$ cat src/rtl/hci_core_starve_arbiter_pkg.sv
// -----------------------------------------------------------------------------
// hci_core_starve_arbiter_pkg
// Shared types and default channel widths for the starvation-aware HCI core
// arbiter and its winner-selection sub-module.
//   starve_arb_state_e : arbiter operating state (IDLE / NORMAL / STARVE)
//   HCI_DEFAULT_*      : default hci_core channel widths
//   idx_width()        : index width for N requesters (never below 1 bit)
// -----------------------------------------------------------------------------
package hci_core_starve_arbiter_pkg;

   localparam int unsigned HCI_DEFAULT_DW = 32;
   localparam int unsigned HCI_DEFAULT_AW = 32;
   localparam int unsigned HCI_DEFAULT_BW = 8;
   localparam int unsigned HCI_DEFAULT_WW = 32;
   localparam int unsigned HCI_DEFAULT_OW = 1;
   localparam int unsigned HCI_DEFAULT_UW = 1;

   typedef enum logic [1:0] {
      IDLE   = 2'd0,
      NORMAL = 2'd1,
      STARVE = 2'd2
   } starve_arb_state_e;

   function automatic int unsigned idx_width(input int unsigned n);
      return (n > 1) ? $clog2(n) : 1;
   endfunction

endpackage

$ cat src/rtl/hci_starve_arb_sel.sv
// -----------------------------------------------------------------------------
// hci_starve_arb_sel
// Combinational winner picker. Starving requesters take absolute precedence
// (lowest index wins); otherwise the highest priority wins and ties are broken
// by the first requester at or after i_rr_ptr, wrapping around.
//   i_req    : request vector
//   i_prio   : packed per-requester priority (PW bits each, higher wins)
//   i_starve : per-requester starvation flags
//   i_rr_ptr : round-robin start index for tie-breaking
//   o_winner : selected index (0 when no request)
//   o_valid  : at least one request present
// -----------------------------------------------------------------------------
module hci_starve_arb_sel
   import hci_core_starve_arbiter_pkg::*;
#(
   parameter int unsigned NB_REQ = 4,
   parameter int unsigned PW     = 2,
   parameter int unsigned IW     = idx_width(NB_REQ)
) (
   input  logic [NB_REQ-1:0]    i_req,
   input  logic [NB_REQ*PW-1:0] i_prio,
   input  logic [NB_REQ-1:0]    i_starve,
   input  logic [IW-1:0]        i_rr_ptr,
   output logic [IW-1:0]        o_winner,
   output logic                 o_valid
);

   logic [PW-1:0] w_max;
   logic          w_found;
   int unsigned   w_best_dist;
   int unsigned   w_dist;

   always_comb begin
      w_max       = '0;
      w_found     = 1'b0;
      w_best_dist = NB_REQ;
      w_dist      = 0;
      o_winner    = '0;
      o_valid     = |i_req;

      for (int unsigned k = 0; k < NB_REQ; k++) begin
         if (i_req[k] && (i_prio[k*PW +: PW] > w_max)) begin
            w_max = i_prio[k*PW +: PW];
         end
      end

      if (|(i_req & i_starve)) begin
         for (int unsigned k = 0; k < NB_REQ; k++) begin
            if (!w_found && i_req[k] && i_starve[k]) begin
               o_winner = IW'(k);
               w_found  = 1'b1;
            end
         end
      end else begin
         // Cyclic distance from the round-robin pointer; the smallest distance
         // among max-priority requesters wins the tie.
         for (int unsigned k = 0; k < NB_REQ; k++) begin
            w_dist = (k >= 32'(i_rr_ptr)) ? (k - 32'(i_rr_ptr))
                                          : (k + NB_REQ - 32'(i_rr_ptr));
            if (i_req[k] && (i_prio[k*PW +: PW] == w_max) && (w_dist < w_best_dist)) begin
               w_best_dist = w_dist;
               o_winner    = IW'(k);
            end
         end
      end
   end

endmodule

$ cat src/rtl/hci_core_starve_arbiter.sv
// -----------------------------------------------------------------------------
// hci_core_starve_arbiter
// Arbitrates NB_REQ HCI core requesters onto one shared channel using static
// priority, round-robin tie-breaking and per-requester stall counters that
// force service once a requester has waited max_stall_i cycles. One-cycle
// read responses are routed back to the requester granted in the previous
// cycle.
//   clk_i, rst_i, clear_i : clock, async active-high reset, sync clear
//   in_*                  : requester-side channel fields (packed per port)
//   in_r_data/opc/user_o  : response payload, shared by all requesters
//   out_*                 : shared master channel fields
//   prio_i                : packed per-requester priority
//   max_stall_i           : starvation threshold (0 disables forcing)
//   starve_o              : per-requester starvation flags
// -----------------------------------------------------------------------------
module hci_core_starve_arbiter
   import hci_core_starve_arbiter_pkg::*;
#(
   parameter int unsigned NB_REQ = 4,
   parameter int unsigned PW     = 2,
   parameter int unsigned SW     = 4,
   parameter int unsigned DW     = HCI_DEFAULT_DW,
   parameter int unsigned AW     = HCI_DEFAULT_AW,
   parameter int unsigned BW     = HCI_DEFAULT_BW,
   parameter int unsigned WW     = HCI_DEFAULT_WW,
   parameter int unsigned OW     = HCI_DEFAULT_OW,
   parameter int unsigned UW     = HCI_DEFAULT_UW,
   localparam int unsigned BEW     = DW/BW,
   localparam int unsigned BOW_RAW = (DW/WW) * $clog2(WW/BW),
   localparam int unsigned BOW     = (BOW_RAW > 0) ? BOW_RAW : 1
) (
   input  logic                  clk_i,
   input  logic                  rst_i,
   input  logic                  clear_i,
   // requester side
   input  logic [NB_REQ-1:0]     in_req_i,
   output logic [NB_REQ-1:0]     in_gnt_o,
   input  logic [NB_REQ*AW-1:0]  in_add_i,
   input  logic [NB_REQ-1:0]     in_wen_i,
   input  logic [NB_REQ*DW-1:0]  in_data_i,
   input  logic [NB_REQ*BEW-1:0] in_be_i,
   input  logic [NB_REQ*BOW-1:0] in_boffs_i,
   input  logic [NB_REQ*UW-1:0]  in_user_i,
   input  logic [NB_REQ-1:0]     in_lrdy_i,
   output logic [NB_REQ-1:0]     in_r_valid_o,
   output logic [DW-1:0]         in_r_data_o,
   output logic [OW-1:0]         in_r_opc_o,
   output logic [UW-1:0]         in_r_user_o,
   // shared master side
   output logic                  out_req_o,
   input  logic                  out_gnt_i,
   output logic [AW-1:0]         out_add_o,
   output logic                  out_wen_o,
   output logic [DW-1:0]         out_data_o,
   output logic [BEW-1:0]        out_be_o,
   output logic [BOW-1:0]        out_boffs_o,
   output logic [UW-1:0]         out_user_o,
   output logic                  out_lrdy_o,
   input  logic                  out_r_valid_i,
   input  logic [DW-1:0]         out_r_data_i,
   input  logic [OW-1:0]         out_r_opc_i,
   input  logic [UW-1:0]         out_r_user_i,
   // control / status
   input  logic [NB_REQ*PW-1:0]  prio_i,
   input  logic [SW-1:0]         max_stall_i,
   output logic [NB_REQ-1:0]     starve_o
);

   localparam int unsigned IW = idx_width(NB_REQ);

   starve_arb_state_e r_state, w_state_d;

   logic [IW-1:0]     r_rr_ptr, w_rr_d;
   logic [IW-1:0]     r_winner_q;
   logic              r_valid_q;
   logic [SW-1:0]     r_cnt   [NB_REQ];
   logic [SW-1:0]     w_cnt_d [NB_REQ];

   logic [IW-1:0]     w_winner;
   logic              w_win_valid;
   logic              w_hs;
   logic [NB_REQ-1:0] w_starve;
   logic [NB_REQ-1:0] w_starve_d;
   logic [NB_REQ-1:0] w_sel_oh;

   hci_starve_arb_sel #(
      .NB_REQ (NB_REQ),
      .PW     (PW),
      .IW     (IW)
   ) i_sel (
      .i_req    (in_req_i),
      .i_prio   (prio_i),
      .i_starve (w_starve),
      .i_rr_ptr (r_rr_ptr),
      .o_winner (w_winner),
      .o_valid  (w_win_valid)
   );

   // Threshold compare is combinational so a new max_stall_i acts immediately.
   always_comb begin
      w_starve = '0;
      for (int unsigned k = 0; k < NB_REQ; k++) begin
         w_starve[k] = (max_stall_i != '0) && (r_cnt[k] >= max_stall_i);
      end
   end
   assign starve_o = w_starve;

   assign out_req_o = |in_req_i;
   assign w_hs      = out_req_o & out_gnt_i & w_win_valid;

   always_comb begin
      w_sel_oh = '0;
      for (int unsigned k = 0; k < NB_REQ; k++) begin
         w_sel_oh[k] = w_win_valid && (w_winner == IW'(k));
      end
   end

   assign in_gnt_o = w_sel_oh & {NB_REQ{out_gnt_i}};

   // Forward payload mux
   always_comb begin
      out_add_o   = '0;
      out_wen_o   = 1'b0;
      out_data_o  = '0;
      out_be_o    = '0;
      out_boffs_o = '0;
      out_user_o  = '0;
      out_lrdy_o  = 1'b0;
      for (int unsigned k = 0; k < NB_REQ; k++) begin
         if (w_sel_oh[k]) begin
            out_add_o   = in_add_i[k*AW +: AW];
            out_wen_o   = in_wen_i[k];
            out_data_o  = in_data_i[k*DW +: DW];
            out_be_o    = in_be_i[k*BEW +: BEW];
            out_boffs_o = in_boffs_i[k*BOW +: BOW];
            out_user_o  = in_user_i[k*UW +: UW];
            out_lrdy_o  = in_lrdy_i[k];
         end
      end
   end

   // Response routing
   always_comb begin
      in_r_valid_o = '0;
      for (int unsigned k = 0; k < NB_REQ; k++) begin
         in_r_valid_o[k] = out_r_valid_i & r_valid_q & (r_winner_q == IW'(k));
      end
   end
   assign in_r_data_o = out_r_data_i;
   assign in_r_opc_o  = out_r_opc_i;
   assign in_r_user_o = out_r_user_i;

   // Stall counters: cleared when idle or granted, otherwise saturating count.
   always_comb begin
      w_starve_d = '0;
      for (int unsigned k = 0; k < NB_REQ; k++) begin
         if (!in_req_i[k] || (w_hs && w_sel_oh[k])) begin
            w_cnt_d[k] = '0;
         end else if (r_cnt[k] != '1) begin
            w_cnt_d[k] = r_cnt[k] + 1'b1;
         end else begin
            w_cnt_d[k] = r_cnt[k];
         end
         w_starve_d[k] = in_req_i[k] && (max_stall_i != '0) && (w_cnt_d[k] >= max_stall_i);
      end
   end

   assign w_rr_d = (w_winner == IW'(NB_REQ-1)) ? '0 : (w_winner + 1'b1);

   // Next state uses next-cycle counters; requests are assumed held (a
   // requester keeps req until granted), so current req stands in for next.
   always_comb begin
      w_state_d = r_state;
      unique case (r_state)
         IDLE: begin
            if (|in_req_i) w_state_d = (|w_starve_d) ? STARVE : NORMAL;
         end
         NORMAL, STARVE: begin
            if (!(|in_req_i))      w_state_d = IDLE;
            else if (|w_starve_d)  w_state_d = STARVE;
            else                   w_state_d = NORMAL;
         end
         default: w_state_d = IDLE;
      endcase
   end

   always_ff @(posedge clk_i or posedge rst_i) begin
      if (rst_i) begin
         r_state    <= IDLE;
         r_rr_ptr   <= '0;
         r_winner_q <= '0;
         r_valid_q  <= 1'b0;
         for (int unsigned k = 0; k < NB_REQ; k++) r_cnt[k] <= '0;
      end else if (clear_i) begin
         r_state    <= IDLE;
         r_rr_ptr   <= '0;
         r_winner_q <= '0;
         r_valid_q  <= 1'b0;
         for (int unsigned k = 0; k < NB_REQ; k++) r_cnt[k] <= '0;
      end else begin
         r_state   <= w_state_d;
         r_valid_q <= w_hs;
         if (w_hs) begin
            r_rr_ptr   <= w_rr_d;
            r_winner_q <= w_winner;
         end
         for (int unsigned k = 0; k < NB_REQ; k++) r_cnt[k] <= w_cnt_d[k];
      end
   end

endmodule

$ cat config.mk
export PLATFORM = sky130hd
export DESIGN_NAME = hci_core_starve_arbiter
export DESIGN_NICKNAME = d
export VERILOG_FILES = /design/src/rtl/hci_core_starve_arbiter_pkg.sv /design/src/rtl/hci_starve_arb_sel.sv /design/src/rtl/hci_core_starve_arbiter.sv
export SDC_FILE = /design/constraint.sdc
export NUM_CORES = 1
export LEC_CHECK = 0
export ABC_CLOCK_PERIOD_IN_PS = 21000
export CAP_MARGIN = 15
export CELL_PAD_IN_SITES_DETAIL_PLACEMENT = 1
export CELL_PAD_IN_SITES_GLOBAL_PLACEMENT = 1
export CORE_AREA = 2 2 181 183
export CTS_BUF_LIST = sky130_fd_sc_hd__clkbuf_8 sky130_fd_sc_hd__clkbuf_16
export DETAILED_ROUTE_END_ITERATION = 10
export DIE_AREA = 0 0 183 185
export PLACE_DENSITY = 0.69
export RECOVER_POWER = 50
export SETUP_SLACK_MARGIN = 0.3
export SLEW_MARGIN = 15
export SYNTH_ARGS = -nofsm -noshare
export SYNTH_HDL_FRONTEND = slang
export SYNTH_SLANG_ARGS = --single-unit
$ cat constraint.sdc
create_clock -name clk_i -period 21 [get_ports clk_i]
set_clock_uncertainty 0.15 [all_clocks]
set_input_delay 5.25 -clock clk_i [delete_from_list [all_inputs] [get_ports clk_i]]
set_output_delay 5.25 -clock clk_i [all_outputs]
set_load 0.01 [all_outputs]
==> summary.txt <==
Status
  – Status: finished, final reports clean

Floorplanning
  – Io pins: 467
  – Die W: between 150 and 200 microns
  – Core area: around 0.032 sq mm
  – Die Ht: 185 microns
  – Die area: approximately 0.034 sq mm
  – Site Rows: 66
  – Starting density of the core: between 10 and 15%

Drt
  – Met3 wire length: roughly 3400 microns
  – Total Wirelength: roughly 33000 microns
  – Routed vias/inst: between 4 and 5
  – # DRC: 0
  – Routed via count: 6695
  – Metal-1 WL: between 10000 and 15000 microns
  – Met2 wire length: 15220 microns
  – Top routing layer in use: met5
  – Starting DRT DRC Count: a little under 400
  – Post-DRT Antenna Nets: 0
  – DR WL/cell: 22.67 microns
  – Pre-antenna DRT Iters: 4

Worst hold path
  – HP Class: reg -> reg

Logic synthesis
  – Synth Instances: 679
  – EDFF count, synth: 0
  – Area leader, netlist: o21ai_0
  – Yosys reg bits: 21
  – Top FF cell, synth: dfrtp_1
  – Post-synth top cells: 152 x o21ai_0, 93 x nand2_1, 73 x a221o_1, 49 x clkbuf_1, 38 x ha_1
  – Yosys warns: 0
  – Count leader, synth: o21ai_0
  – Post-synth top area share: between 10% and 20%
  – Yosys cell types: 62
  – Syn avg cell area: ~7.0 sq um
  – Cell Area, Synth: 0.004723 sq mm
  – FFs w/ async S/R, synth: 100.0%
  – Ranking of synthesized cells by area: o21ai_0 16%, a221o_1 15%, dfrtp_1 11%, ha_1 10%, nand2_1 7.4%
  – Sequential fraction of the synthesis area: 11.13%

Cells and area
  – # fillers: roughly 3800
  – Final nets: 1411
  – Area grow syn2layout: 93.48%
  – Layout Utilization: 28.52%
  – Share of layout cells above drive strength 1: 5.951%
  – Finished Layout Cells: 1435

CTS
  – Clock Tree Root: clkbuf_16
  – Clk sinks: 21
  – TritonCTS buffer count: 3
  – CTS tree: done
  – Clock slew at the register clock pins of the worst setup and hold paths: approximately 0.060 ns
  – Clock Tree Buf Depth: 2
  – Clk_lat worst skew: between 0.2 and 0.3 ns
  – CTS Hold Bufs: 0
  – H-Tree Depth: 1

Setup path
  – R2R Setup Slk: between 15 and 20 ns
  – Worst path max stage delay: between 0.6 and 0.7 ns
  – Worst r2r path cells: 27
  – RR Startpoint: r_rr_ptr[1]$_DFFE_PP0P_
  – Worst setup path endpoint: out_data_o[30]
  – CP Launch Point: in_req_i[0]
  – RR Endpoint: r_cnt[11]$_DFFE_PP0P_
  – Worst Path Arrival: 14.75 ns
  – Critical Path RT: roughly 16 ns
  – CP max FO: 12
  – Cell mode on critical path: ha_1
  – Worst path slowest cell: clkdlybuf4s50_1
  – Startpoint types: input pin
  – Critical Path End Type: output pin
  – WS Path Type: in -> out

Global routing
  – Vias in the first global route: ~6700
  – Gr ovfl total: 0
  – Largest net degree at the start of global routing: 63
  – Gr usage total: between 15 and 20%
  – First-pass GRT wire length: roughly 44000 microns
  – Initial antenna violation count: 3

Timing
  – Slew Limit Fails: 0
  – Slew headroom: between 40% and 50%
  – Final setup TNS: 0 ns
  – Final period util: 95.96%
  – Fmax: 0.04962 GHz
  – Setup-failing EPs final: 0
  – RSZ-0062 raised after global routing: no
  – Worst Tran Pin Value: roughly 0.9 ns
  – Final Hold Fails: 0
  – Fin crit period: approximately 20 ns

Placement
  – PortBufs: between 300 and 400
  – Inst Count DP: between 1000 and 1500
  – Placer Congestion: 0.8153
  – HPWL Detailed: 27330 microns

Power
  – Peak supply drop: ~0.054 mV
  – Cell leakage power: around 0.0035 uW
  – PwrDens: between 80 and 90 mW/mm^2

Run
  – Max-cap viol count: 0
[worst min-delay path by stage]
stage                         start              endpoint  slack [ns]  cells after the start
6_report       r_cnt[7]$_DFFE_PP0P_  r_cnt[7]$_DFFE_PP0P_        0.42                      1
5_1_grt        r_cnt[7]$_DFFE_PP0P_  r_cnt[7]$_DFFE_PP0P_        0.47                      1
4_1_cts        r_cnt[7]$_DFFE_PP0P_  r_cnt[7]$_DFFE_PP0P_        0.42                      1
3_5_place_dp   r_cnt[7]$_DFFE_PP0P_  r_cnt[7]$_DFFE_PP0P_        0.42                      1
3_3_place_gp   r_cnt[7]$_DFFE_PP0P_  r_cnt[7]$_DFFE_PP0P_        0.40                      1
2_1_floorplan  r_cnt[7]$_DFFE_PP0P_  r_cnt[7]$_DFFE_PP0P_        0.34                      1
[cell usage in the layout, fill, tap and decap left out, types with 4 or more instances in the layout]
| cell type | synthesis | routed |
|---|---|---|
| clkdlybuf4s50_1 | 0 | 388 |
| o21ai_0 | 152 | 149 |
| nand2_1 | 93 | 92 |
| a221o_1 | 73 | 73 |
| ha_1 | 38 | 37 |
| nor2_1 | 33 | 33 |
| buf_4 | 35 | 22 |
| dfrtp_1 | 21 | 21 |
| inv_1 | 17 | 17 |
| nand3_1 | 15 | 15 |
| nor3_1 | 15 | 15 |
| dlygate4sd3_1 | 0 | 10 |
| nand2b_1 | 9 | 9 |
| a21oi_1 | 10 | 9 |
| a21o_1 | 9 | 9 |
| mux2i_1 | 8 | 8 |
| and3_1 | 6 | 6 |
| xnor2_1 | 6 | 6 |
| nor2b_1 | 5 | 5 |
| and2_1 | 9 | 5 |
| a31oi_1 | 5 | 5 |
| o21a_1 | 4 | 4 |
| or3_1 | 4 | 4 |
| nor4_1 | 4 | 4 |
| o21ai_1 | 1 | 4 |
| a211oi_1 | 4 | 4 |
| nor3b_1 | 4 | 4 |
[cell type report]
type | count | area, sq um | area share (%)
Antenna cell | 2 | 5.005 | 0.05476
Clock buffer | 3 | 75.07 | 0.8215
Clock inverter | 1 | 5.005 | 0.05476
Inverter | 18 | 67.56 | 0.7393
Multi-Input combinational cell | 558 | 3730 | 40.81
Sequential cell | 21 | 525.5 | 5.750
Tap cell | 408 | 510.5 | 5.586
Timing Repair Buffer | 424 | 4220 | 46.18
[layer usage]
layer | vias up | GRT usage, %
met1 | 3174 | 21.86
met4 | 2 | 3.232
li1 | 3216 | -
met5 | - | 0
met3 | 30 | 6.705
met2 | 273 | 28.91
[where the power goes]
group / total [uW] / leakage, uW / switching (uW) / internal, uW
combinational: 718 / 0.00319 / 347 / 370
sequential: 47.3 / 0.000285 / 4.50 / 42.8
clock: 41.5 / 0.0000409 / 15.9 / 25.6
[critical path, delay by kind of cell]
family                     cells  cell delay [ns]
and+or+nand+nor               14             3.28
buffers and inverters          3             1.37
AOI/OAI and AO/OA             17             3.25
adders and majority gates      6             1.56
[metrics by stage]
step	cell area, sq um	hold slack [ns]	total power, uW	setup slack [ns]
floorplan	4727	0.3434	375.5	2.598
global placement	8981	0.3997	756.1	0.6445
detailed placement	8981	0.4155	760.5	0.4289
CTS	9061	0.4248	806.8	0.4233
global route	9136	0.4653	875.5	0.1703
finish	9139	0.4175	806.6	0.8488
[logic make-up after synthesis]
group           Yosys count  synth area share [%]
mux                      10                 2.411
flops                    21                 11.13
other cells               1               0.07939
xor+xnor                 10                 2.013
compound gates          282                 41.48
buf+inv                 103                 10.99
simple gates            214                 21.83
fa+ha+maj                38                 10.07
[sequential cells by signal, indices dropped and copies added (netlist names)]
register	flops
r_valid_q	1
r_winner_q	2
r_rr_ptr	2
r_cnt	16
[timing repair]
action	in CTS	in global routing
setup buffers	0	4
setup endpoints to repair	0	73
gates resized for setup	0	11
(Power assumes the default switching activity.)
